==> src/rtl/hazard_control_unit.sv <==
// Pipeline hazard controller: load-use stall, branch flush, memory-wait freeze with timeout.
// Optional performance counters are enabled by defining HAZARD_PERF_EN.
//   state   | meaning
//   RUN     | normal issue, hazards resolved by priority
//   MEMWAIT | frozen on an outstanding data-memory access
//   MEMERR  | memory timeout, frozen until reset
module hazard_control_unit #(
  parameter int MEM_TIMEOUT = 16,
  parameter int CNT_W       = 32
) (
  input  logic             clk,
  input  logic             rst,
  input  logic [4:0]       de_rs1,
  input  logic [4:0]       de_rs2,
  input  logic             de_use_rs1,
  input  logic             de_use_rs2,
  input  logic [4:0]       ex_rd,
  input  logic             ex_dmrd,
  input  logic             ex_brtaken,
  input  logic             me_dmreq,
  input  logic             me_dmack,
  output logic             if_pcwr,
  output logic             de_en,
  output logic             ex_en,
  output logic             me_en,
  output logic             de_flush,
  output logic             ex_flush,
  output logic             wb_bubble,
  output logic             mem_err,
  output logic [CNT_W-1:0] perf_ldstall,
  output logic [CNT_W-1:0] perf_flush,
  output logic [CNT_W-1:0] perf_memwait
);

  typedef enum logic [1:0] {RUN, MEMWAIT, MEMERR} state_t;

  localparam logic [7:0] TIMEOUT = 8'(MEM_TIMEOUT);

  state_t     state_q, state_d;
  logic [7:0] wait_cnt_q, wait_cnt_d;
  logic       ldhaz, memfrz;
  logic       act_frz, act_br, act_ld, act_err;

  assign ldhaz  = ex_dmrd && (ex_rd != 5'd0) &&
                  ((de_use_rs1 && (ex_rd == de_rs1)) || (de_use_rs2 && (ex_rd == de_rs2)));
  assign memfrz = me_dmreq && !me_dmack;

  always_ff @(posedge clk) begin
    if (rst) begin
      state_q    <= RUN;
      wait_cnt_q <= 8'd0;
    end else begin
      state_q    <= state_d;
      wait_cnt_q <= wait_cnt_d;
    end
  end

  always_comb begin
    state_d    = state_q;
    wait_cnt_d = wait_cnt_q;
    act_frz    = 1'b0;
    act_br     = 1'b0;
    act_ld     = 1'b0;
    act_err    = 1'b0;
    case (state_q)
      RUN: begin
        if (memfrz) begin
          act_frz    = 1'b1;
          state_d    = MEMWAIT;
          wait_cnt_d = 8'd1;
        end else if (ex_brtaken) begin
          act_br = 1'b1;
        end else if (ldhaz) begin
          act_ld = 1'b1;
        end
      end
      MEMWAIT: begin
        if (me_dmack) begin
          state_d    = RUN;
          wait_cnt_d = 8'd0;
          if (ex_brtaken)  act_br = 1'b1;
          else if (ldhaz)  act_ld = 1'b1;
        end else begin
          // wait_cnt counts freeze cycles already spent; the one ending now is the next
          act_frz    = 1'b1;
          wait_cnt_d = wait_cnt_q + 8'd1;
          if (wait_cnt_q + 8'd1 == TIMEOUT) state_d = MEMERR;
        end
      end
      MEMERR: begin
        act_frz = 1'b1;
        act_err = 1'b1;
      end
      default: begin
        state_d    = RUN;
        wait_cnt_d = 8'd0;
      end
    endcase
  end

  always_comb begin
    if_pcwr   = 1'b1;
    de_en     = 1'b1;
    ex_en     = 1'b1;
    me_en     = 1'b1;
    de_flush  = 1'b0;
    ex_flush  = 1'b0;
    wb_bubble = 1'b0;
    mem_err   = 1'b0;
    if (rst) begin
      if_pcwr   = 1'b0;
      de_en     = 1'b0;
      ex_en     = 1'b0;
      me_en     = 1'b0;
      de_flush  = 1'b1;
      ex_flush  = 1'b1;
      wb_bubble = 1'b1;
    end else if (act_frz) begin
      if_pcwr   = 1'b0;
      de_en     = 1'b0;
      ex_en     = 1'b0;
      me_en     = 1'b0;
      wb_bubble = 1'b1;
      mem_err   = act_err;
    end else begin
      if_pcwr  = !act_ld;
      de_en    = !act_ld;
      de_flush = act_br;
      ex_flush = act_br || act_ld;
    end
  end

`ifdef HAZARD_PERF_EN
  localparam logic [CNT_W-1:0] CNT_MAX = '1;

  always_ff @(posedge clk) begin
    if (rst) begin
      perf_ldstall <= '0;
      perf_flush   <= '0;
      perf_memwait <= '0;
    end else begin
      if (act_ld  && perf_ldstall != CNT_MAX) perf_ldstall <= perf_ldstall + 1'b1;
      if (act_br  && perf_flush   != CNT_MAX) perf_flush   <= perf_flush + 1'b1;
      if (act_frz && perf_memwait != CNT_MAX) perf_memwait <= perf_memwait + 1'b1;
    end
  end
`else
  assign perf_ldstall = '0;
  assign perf_flush   = '0;
  assign perf_memwait = '0;
`endif

endmodule
==> config.mk <==
export PLATFORM = sky130hd
export DESIGN_NAME = hazard_control_unit
export DESIGN_NICKNAME = d
export VERILOG_FILES = /design/src/rtl/hazard_control_unit.sv
export SDC_FILE = /design/constraint.sdc
export NUM_CORES = 1
export LEC_CHECK = 0
export ABC_AREA = 1
export BUFFER_PORTS_ARGS = -buffer_cell sky130_fd_sc_hd__buf_2
export CAP_MARGIN = 20
export CORE_ASPECT_RATIO = 1.75
export CORE_MARGIN = 3
export CORE_UTILIZATION = 42
export DETAILED_ROUTE_END_ITERATION = 10
export GPL_TIMING_DRIVEN = 1
export PLACE_DENSITY = 0.91
export SYNTH_ARGS = -nofsm -noshare
export SYNTH_HDL_FRONTEND = slang
export SYNTH_SLANG_ARGS = --single-unit
==> constraint.sdc <==
create_clock -name clk -period 2.6 [get_ports clk]
set_clock_uncertainty 0.2 [all_clocks]
set_input_delay 0.52 -clock clk [delete_from_list [all_inputs] [get_ports clk]]
set_output_delay 0.52 -clock clk [all_outputs]
set_load 0.005 [all_outputs]
# Word-level counts from Yosys, hierarchy flattened
# Index checks and enable logic that the tools add are counted.
# totals
reg_bits,10
inputBits,23
out_inout_bits,104
elab_cells,56
# op_classes
n_addsub,1
n_eq_ne,7
mux,32
n_bitwise,1
reduce_logical,13
# ops
cell,count
8-bit one-hot mux with 3 select lines,1
1-bit 2-to-1 mux,22
8-bit 2-to-1 mux,2
5-bit == test,2
"8-bit by 1-bit adder with 8-bit output, second input constant",1
"8-bit by 5-bit == test with 1-bit output, second input constant",1
2-bit 2-to-1 mux,3
2-bit one-hot mux with 3 select lines,1
1-bit logical AND,5
5-bit nonzero test,1
1-bit one-hot mux with 2 select lines,2
"3-bit inequality test, second input constant",1
1-bit one-hot mux with 3 select lines,1
3-bit AND reduction,1
"2-bit by 1-bit == test with 1-bit output, second input constant",1
"2-bit == test, second input constant",1
1-bit zero test,2
2-bit zero test,1
1-bit logical OR,2
"2-bit inequality test, second input constant",1
2-bit AND reduction,1
1-bit inverter,1

# Longest topological paths before layout
# Gate-level depths: netlist (run 1).
# logic_depth
ltp_word,11
depth_mapped,11
depth_no_buf,11

# Worst setup path before layout (run 1)
# OpenSTA, ideal clock, no wires.
# synth_timing
path_type,input to output
from,input port me_dmack
to,output port if_pcwr
arrival_ns,1.262
required_time_ns,1.880
slack_ns,0.618
cell_stages,8
n_path_buf,1
cell_sequence,inv_2 -> nand2_1 -> nand2_1 -> o21ai_1 -> nand3b_1 -> a31oi_1 -> a21oi_1 -> buf_4
# synth_between
elab_chain_len,7
# synth_lines
item,line_no,rtl
from (decl),21,"input logic me_dmack,"
1-bit zero test,46,assign memfrz = me_dmreq && !me_dmack;
1-bit logical AND,46,
1-bit 2-to-1 mux,67,if (memfrz) begin
1-bit one-hot mux with 2 select lines,65,case (state_q)
1-bit zero test,--,
1-bit 2-to-1 mux (*) (2 in series),--,
to (decl),22,"output logic if_pcwr,"
# Mark *: on every way between the ends. The rest lies on a longest branch, timed or not.

# Worst setup path in the final report (run 1)
# layout_timing
from,input port me_dmack
to,output port ex_flush
# layout_between
elab_chain_len,7
# layout_lines
item,line_no,rtl
1-bit zero test,46,
1-bit logical AND,46,
1-bit 2-to-1 mux,67,
1-bit one-hot mux with 2 select lines,65,
1-bit logical OR,129,ex_flush = act_br || act_ld;
1-bit 2-to-1 mux (*),118,end else if (act_frz) begin
1-bit 2-to-1 mux (*),110,if (rst) begin
to (decl),27,"output logic ex_flush,"
# Marks and branches as above.

==> results of run 1 <==
-- registers in the layout (all words and copies together), names as in the netlist --
register,count
wait_cnt_q,8
state_q,2
-- critical path: stages --
cell	delay [ns]
buf_2	0.13
inv_2	0.05
nand2_1	0.05
nand2_1	0.08
o21ai_1	0.11
nand3b_1	0.09
a31oi_1	0.21
nand2_1	0.08
nand3_1	0.07
buf_2	0.11
-- stage by stage --
step | power, W | utilization, % | instance area, sq um | setup slack, ns | std cells
after floorplan | 0.000386 | - | 1860 | 0.618 | 315
after global placement | 0.000328 | 39.1 | 1330 | 0.435 | 291
after detailed placement | 0.000331 | 39.1 | 1330 | 0.369 | 291
after CTS | 0.000493 | 40.4 | 1370 | 0.366 | 294
after global routing | 0.000524 | 40.4 | 1370 | 0.186 | 294
final | 0.000490 | 40.4 | 1370 | 0.372 | 294
-- logic make-up after synthesis --
group	share of synthesized area [%]
buffers and inverters	52.8
adders and majority gates	0.830
xor gates and xnor gates	2.33
DFF	13.3
AOI/OAI and AO/OA	8.97
other	0.249
and+or+nand+nor	21.5
-- worst max-delay path by stage --
| stage | from | endpoint | slack (ns) | cells after the start |
|---|---|---|---|---|
| 4_1_cts | me_dmack | de_en | 0.37 | 9 |
| 5_1_grt | me_dmack | de_en | 0.19 | 9 |
| 3_3_place_gp | me_dmack | de_en | 0.44 | 9 |
| 2_1_floorplan | me_dmack | if_pcwr | 0.62 | 8 |
| 3_5_place_dp | me_dmack | de_en | 0.37 | 9 |
| 6_report | me_dmack | ex_flush | 0.37 | 10 |
-- final cells by class --
| cell class | count | area share, % |
|---|---|---|
| Multi-Input combinational cell | 191 | 63.2 |
| Sequential cell | 10 | 14.6 |
| Timing Repair Buffer | 30 | 10.9 |
| Inverter | 15 | 4.11 |
| Tap cell | 45 | 4.11 |
| Clock buffer | 3 | 3.01 |
-- routing by layer --
layer	GRT usage [%]	vias to the layer above	part of all wire (%)
met3	3.16	9	16
met4	6.68	0	3.0
li1	-	568	-
met5	0	-	0
met2	23.5	104	51
met1	8.52	502	30
-- power breakdown --
group          switching (W)  internal [W]
combinational       0.000110     0.0000524
sequential        0.00000834      0.000162
clock              0.0000566      0.000101
-- cells in the final DEF, fill, tap and decap left out, drive strengths merged, types with 2 or more instances in the layout --
cell type / n
conb: 96
nand2: 35
buf: 30
inv: 15
nand3: 14
a21oi: 11
nor2: 11
dfxtp: 10
xor2: 3
nand4: 3
clkbuf: 3
o21ai: 3
o22ai: 2
o211a: 2
nand3b: 2
-- synthesized netlist by cell type --
cell type	n
a211oi_1	1
nand3b_1	2
nand2_2	3
xnor2_1	1
o211a_1	2
nor4_1	1
a21oi_2	1
conb_1	1
nor2_1	8
o21bai_1	1
or2_1	1
nand4_1	3
nand3_1	11
o22ai_1	2
a21oi_1	10
nand3_2	3
o21ai_1	1
nor2_2	3
o21ai_0	2
ha_1	1
inv_2	3
nand2_1	32
nor3_1	1
dfxtp_1	10
buf_4	98
a31oi_1	1
a21boi_0	1
inv_1	12
xor2_1	3
clkbuf_1	1
==> metrics.txt, run 1 <==
run status=complete, no violations; hold path endpoint=wait_cnt_q[4]; Routed Antenna Nets=0; R2R depth=10; Hold Crit Class=reg2reg; Fin. Hold Viols=0; r2r setup slk=roughly 0.9 ns; chip width=51.3 microns; Mapped Area=approximately 1500 sq um; area leader, netlist=buf_4; post-cts repair resize count=0; cell area power density=between 300 and 400 nW/um^2; Min-Delay Path Depth=2; # diodes=0; Root Driver=clkbuf_8; Port-buffer cells=30; final hold slack=between 0.2 and 0.3 ns; Crit Reg-Reg Endpoint=state_q[0]; CTS H-tree lvls=1; average via count per standard cell=between 4 and 5; RSZ-0062 raised after global routing=false; Leakage=0.789 nW; Iter 0 DRT Violations=9; Syn Area/Cell=a little under 7 sq um; Post-Route WL=between 2 and 3 mm; IO Pins=about 130; Worst-path clk slew=0.04 ns; worst setup path class=in2out; die area=4370 sq um; worst vdd ir=approximately 0.00014 V; global route overflow=0; max_cap viols=0; min Tclk post-route=between 2 and 2.5 ns; Worst setup EP type=output pin; pin count of the biggest net entering global routing=11; share of layout cells above drive strength 1=roughly 18%; WL/cell=about 9.6 microns; fmax=roughly 0.45 GHz; Tcrit/Tclk final=85.7%; sequential area share after synthesis=a little over an eighth; post-CTS setup buffers=0; synth-to-layout area growth=-8.97%; largest cells by area after synthesis=buf_4 (49%), dfxtp_1 (13%), nand2_1 (8.0%), nand3_1 (3.7%), a21oi_1 (3.3%); FF/Latch Area=between 200 and 250 sq um; total core area=approximately 3400 sq um; vias in the first global route=970; # fillers=around 350; die height=between 80 and 90 microns; fin. max-slew vios=0; clock sink count=10; Final setup violation count=0; Post-route DRC=0; synth unique cells=30; DRT Pass-1 Iters=4; Crit path arrival time=roughly 1.5 ns; Synth Instances=220; # hold bufs at CTS=0; DP Wirelength=2.38 mm; clk_lat worst skew=0.24 ns; final net count=roughly 280; Worst R2R Start=wait_cnt_q[0]; hold path startpoint=wait_cnt_q[4]; Ys Warns=0; crit path max fanout=4; routability congestion estimate=~0.88; startpoint types=input port; Sum Neg Setup Slack=0 ns; Synth top area share=48.8%; via count=1,183; Yosys reg bits=10; total track usage=between 10 and 15%; TritonCTS clock tree=built; Initial Utilization=between 40 and 50%; first-pass GRT wire length=between 3 and 4 mm; Max Root-Sink Buffers=2; multi-input logic area=867 sq um; number of buffers created by CTS=3; Rows=28; WP data required=between 1.5 and 2 ns; antenna violations before repair=0
Power figures use the tool's default switching activity.
==> run 2, diff against run 1 <==
TNS_END_PERCENT = 1   (was unset)
clock period = 2.87 ns   (was 2.6 ns; I/O delays follow)
==> run 2 against run 1 <==
  * Design area unchanged
  * Non-clock buffer count stayed put
  * First-iteration DRC count grew to 3.0 times the previous value
  * Combinational power is 9.9% lower
  * Clock power shrank 8%
  * Sequential power is 9% lower
  * Critical path depth decreased by 1
  * Hold slack worse by 0.0012 ns
  * Register-to-register slack better by 0.29 ns
  * Via count stayed put
  * Critical path type unchanged
==> metrics.txt, run 2 (synthesis results as in run 1) <==
run status=complete, no violations; Hold Crit Class=reg2reg; routability congestion estimate=0.878; fmax=between 0.4 and 0.5 GHz; r2r setup slk=roughly 1.2 ns; DRT Pass-1 Iters=4; worst setup path class=in2out; vias in the first global route=approximately 960; first-pass GRT wire length=3.74 mm; Seq pwr share=approximately 35%; Sum Neg Setup Slack=0 ns; fin. max-slew vios=0; RSZ-0062 raised after global routing=false; Worst-path clk slew=0.04 ns; clk_lat worst skew=~0.24 ns; Worst setup EP type=output pin; Port-buffer cells=30; Routed Antenna Nets=0; share of layout cells above drive strength 1=a little under a fifth; global route overflow=0; min Tclk post-route=2.33 ns; chip width=approximately 51 microns; R2R depth=10; final net count=275; WP data required=approximately 2.1 ns; Root Driver=clkbuf_8; startpoint types=input port; pin count of the biggest net entering global routing=11; die area=approximately 4400 sq um; Psw=approximately 0.00016 W; Sw Ratio=between 30% and 40%; Final setup violation count=0; biggest regs=wait_cnt_q: 8 flops, state_q: 2 flops; Initial Utilization=between 40% and 50%; Leakage=a little under 0.8 nW; Comb pwr share=32.9%; share of power burned in the clock network=about a third; worst vdd ir=approximately 0.00014 V; crit path max fanout=4; Post-route DRC=0; antenna violations before repair=0; Worst R2R Start=wait_cnt_q[0]; cell area power density=roughly 320 nW/um^2; CTS H-tree lvls=1; synth-to-layout area growth=-8.97%; TritonCTS clock tree=built; Final Core Density=40.4%; average via count per standard cell=4.02; hold path startpoint=wait_cnt_q[7]; Crit Reg-Reg Endpoint=state_q[0]; Min-Delay Path Depth=2; IO Pins=between 100 and 150; post-CTS setup buffers=0; number of buffers created by CTS=3; most frequent cells in the layout=conb_1 (96), nand2_1 (32), buf_2 (30); Largest register FFs=8; DP Wirelength=~2.4 mm; P_int=between 0.0002 and 0.0003 W; Fin. Hold Viols=0; post-cts repair resize count=0; total core area=3400 sq um; max_cap viols=0; die height=~85 microns; Max Root-Sink Buffers=2; Tcrit/Tclk final=approximately four fifths; commonest non-fill, non-tap cell in the layout=conb_1; Most flops, register=wait_cnt_q; Post-Route WL=about 2.8 mm; via count=1,183; # diodes=0; Crit path arrival time=between 1.5 and 2 ns; hold path endpoint=wait_cnt_q[7]; clock sink count=10; # hold bufs at CTS=0; WL/cell=~9.4 microns; total track usage=11.2%; # fillers=~370; Rows=28; Iter 0 DRT Violations=27
-- run 2: cell counts in the layout (fill, tap and decap cells not counted) --
Identical to the previous run, type by type.
-- run 2: through the flow --
stage | setup WS (ns) | hold WS, ns | cells | power (W) | cell area, sq um
floorplan | 0.780 | 0.259 | 315 | 0.000350 | 1860
global placement | 0.599 | 0.274 | 291 | 0.000297 | 1330
detailed placement | 0.538 | 0.284 | 291 | 0.000299 | 1330
CTS | 0.529 | 0.290 | 294 | 0.000446 | 1370
global route | 0.377 | 0.316 | 294 | 0.000474 | 1370
finish | 0.538 | 0.289 | 294 | 0.000445 | 1370
-- run 2: layer usage --
layer	part of all wire, %	GRT usage (%)
met2	51	23.0
met4	3.1	6.92
met3	16	3.16
met1	29	8.18
met5	0	0
-- run 2: power by group through the flow --
stage	clock network, W	logic, W	registers (W)
after global placement	0	0.000141	0.000156
after global routing	0.000152	0.000166	0.000155
final	0.000145	0.000146	0.000154
after detailed placement	0	0.000143	0.000156
after CTS	0.000149	0.000143	0.000154
after floorplan	0	0.000196	0.000154
-- run 2: area by class of cell --
cell class | count | area, sq um | area share, %
Clock buffer | 3 | 41.3 | 3.01
Inverter | 15 | 56.3 | 4.11
Multi-Input combinational cell | 191 | 867 | 63.2
Sequential cell | 10 | 200 | 14.6
Tap cell | 45 | 56.3 | 4.11
Timing Repair Buffer | 30 | 150 | 10.9
-- run 2: worst max-delay path by stage --
stage,start,end,slack [ns],cells past startpoint
after global routing,me_dmack,ex_flush,0.38,10
after CTS,me_dmack,de_en,0.53,9
after detailed placement,me_dmack,de_en,0.54,9
final,me_dmack,de_en,0.54,9
after floorplan,me_dmack,if_pcwr,0.78,8
after global placement,me_dmack,de_en,0.60,9
-- run 2: critical path: stages --
cell and delay, ns:
buf_2 0.13, inv_2 0.05, nand2_1 0.05, nand2_1 0.09, o21ai_1 0.12, nand3b_1 0.09, a31oi_1 0.20, a21oi_1 0.12
buf_2 0.14
==> run 3, diff against run 2 <==
ABC_AREA = 0   (was 1)
CORE_UTILIZATION = 38   (was 42)
PLACE_DENSITY = 0.85   (was 0.91)
clock period = 2.2 ns   (was 2.87 ns; I/O delays follow)
==> run 3 against run 2 <==
  * Hold slack lost 0.015 ns
  * Die area grew 6.0%
  * Sequential share of layout area grew 0.19 points
  * Flip-flop and latch count is the same
  * Final cell count shrank 9.2%
  * Design area shrank 1.3%
  * Worst setup slack lost 0.51 ns
  * Combinational power shrank 8%
  * Sequential power grew 22%
==> metrics.txt, run 3 <==
run status=complete, no violations; Root Driver=clkbuf_8; Post-synth top cells=buf_4 (98), a21oi_1 (10), dfxtp_1 (10), xnor2_1 (10), nor2_1 (8); WL/cell=~10 microns; Crit. Startpoint=ex_rd[1]; fin. max-slew vios=0; first-pass GRT wire length=approximately 3.7 mm; die height=between 80 and 90 microns; Worst R2R Start=state_q[0]; most frequent cells in the layout=conb_1 (96), buf_2 (30), xnor2_1 (10), dfxtp_1 (10), a21oi_1 (9); total core area=around 3700 sq um; multi-input logic area=~870 sq um; Async SR Flop Fraction=0%; worst-margin pin slew=around 0.57 ns; antenna violations before repair=0; IO Pins=127; final hold slack=between 0.2 and 0.3 ns; global route overflow=0; Post-route DRC=0; Mapped Area=approximately 1500 sq um; DP Wirelength=approximately 2.3 mm; peak per-stage delay on the critical path=between 0.5 and 0.6 ns; worst setup margin=between 0.02 and 0.025 ns; # hold bufs at CTS=0; Initial Utilization=~40%; Iter 0 DRT Violations=55; TritonCTS clock tree=built; RSZ-0062 raised after global routing=true; Hold Crit Class=reg2reg; Most flops, register=wait_cnt_q; share of layout cells above drive strength 1=between 10% and 20%; synth-to-layout area growth=-6.80%; Max-slew headroom=about 62%; cell area power density=between 300 and 400 nW/um^2; worst setup path class=in2out; number of buffers created by CTS=3; Rows=29; chip width=~53 microns; crit-path most repeated cell=buf_2; R2R depth=3; Largest register FFs=8; PnR Total Power=between 0.0005 and 0.0006 W; Yosys reg bits=10; average via count per standard cell=4.18; Sum Neg Setup Slack=0 ns; largest cells by area after synthesis=buf_4 (51%), dfxtp_1 (14%), xnor2_1 (6.0%), a21oi_1 (3.4%), o21ai_0 (2.1%); Final Core Density=a little under two fifths; # diodes=0; Synth Flop Type=dfxtp_1; fmax=0.460 GHz; most common cell in the netlist=buf_4; # fillers=~390; max_cap viols=0; sequential area share after synthesis=roughly 14%; Worst-path clk slew=0.05 ns; Max Root-Sink Buffers=2; commonest non-fill, non-tap cell in the layout=conb_1; crit path max fanout=2; Port-buffer cells=30; CTS H-tree lvls=1; final net count=~250; pre-CTS WS=-0.0522 ns; Ys Warns=0; DRT Pass-1 Iters=4; Leakage=about 0.70 nW; Crit path arrival time=1.54 ns; Syn Area/Cell=~7.6 sq um; die area=4630 sq um; biggest regs=wait_cnt_q: 8 flops, state_q: 2 flops; Synth Instances=approximately 190; crit path max-delay cell type=or4_4; Post-Route WL=between 2 and 3 mm; worst vdd ir=roughly 0.0003 V; r2r setup slk=0.42 ns; via count=1,117; synth unique cells=33; startpoint types=input port; Crit Reg-Reg Endpoint=wait_cnt_q[6]; crit path to=ex_flush; Worst setup EP type=output pin; crit-path cells=buf_2, or4_4, nor2_4, nor4b_2, a21o_1, buf_2; FF/Latch Area=about 200 sq um; clock sink count=10; Synth top area share=around half; vias in the first global route=about 880; routability congestion estimate=around 0.80; total track usage=10.9%; Post-synth EDFFs=0; Tcrit/Tclk final=a little over nine tenths; WP data required=between 1.5 and 2 ns; pin count of the biggest net entering global routing=15; Final setup violation count=0; Fin. Hold Viols=0; min Tclk post-route=about 2.2 ns; area leader, netlist=buf_4; Routed Antenna Nets=0; clk_lat worst skew=0.24 ns
## run 3: critical path: cells and delay by family
family | cells | cell delay, ns
compound gates | 1 | 0.18
buf+inv | 2 | 0.22
simple gates | 3 | 0.69
## run 3: layout make-up
cell class	count	area share [%]
Clock buffer	3	3.05
Inverter	2	0.555
Multi-Input combinational cell	173	64.6
Sequential cell	10	14.8
Tap cell	46	4.25
Timing Repair Buffer	33	12.8
## run 3: layer usage
metal  routed length [microns]  share of wire [%]  GRT usage, %  up-vias
met5                         0                  0             0        -
met4                        68                2.5          5.35        0
met3                       382                 14          2.90        7
met2                      1560                 58          21.2      107
met1                       696                 26          9.82      498
li1                          -                  -             -      505
## run 3: report_power, final
group,internal (W),total [W],switching (W)
logic,0.0000479,0.000135,0.0000875
registers,0.000184,0.000188,0.00000363
clock network,0.000120,0.000198,0.0000775
## run 3: what timing repair did
item                                    4_1_cts  5_1_grt
endpoints found under the setup margin        2        3
resized for setup                             0        7
setup buffers                                 0        0
pin swaps                                     1        0
## run 3: kinds of logic (layout without fill, tap and decap cells)
family / count (synthesis) / count (layout) / synth area share [%]
AOI/OAI and AO/OA: 28 / 28 / 11.5
xor gates and xnor gates: 10 / 10 / 6.03
adders and majority gates: 1 / 1 / 0.861
buffers and inverters: 103 / 38 / 52.5
DFF: 10 / 10 / 13.8
other: 1 / 96 / 0.258
and+or+nand+nor: 38 / 38 / 15.1
## run 3: worst min-delay path by stage
stage | slack (ns) | from | depth (start not counted) | end
floorplan | 0.25 | wait_cnt_q[7] | 2 | wait_cnt_q[7]
global placement | 0.26 | wait_cnt_q[7] | 2 | wait_cnt_q[7]
detailed placement | 0.27 | wait_cnt_q[7] | 2 | wait_cnt_q[7]
CTS | 0.27 | wait_cnt_q[7] | 2 | wait_cnt_q[7]
global route | 0.31 | wait_cnt_q[7] | 2 | wait_cnt_q[7]
finish | 0.27 | wait_cnt_q[7] | 2 | wait_cnt_q[7]
## run 3: metrics by stage
step                      cells  area, sq um
after floorplan             286         1810
after global placement      264         1280
after detailed placement    264         1280
after CTS                   267         1330
after global routing        267         1350
final                       267         1350
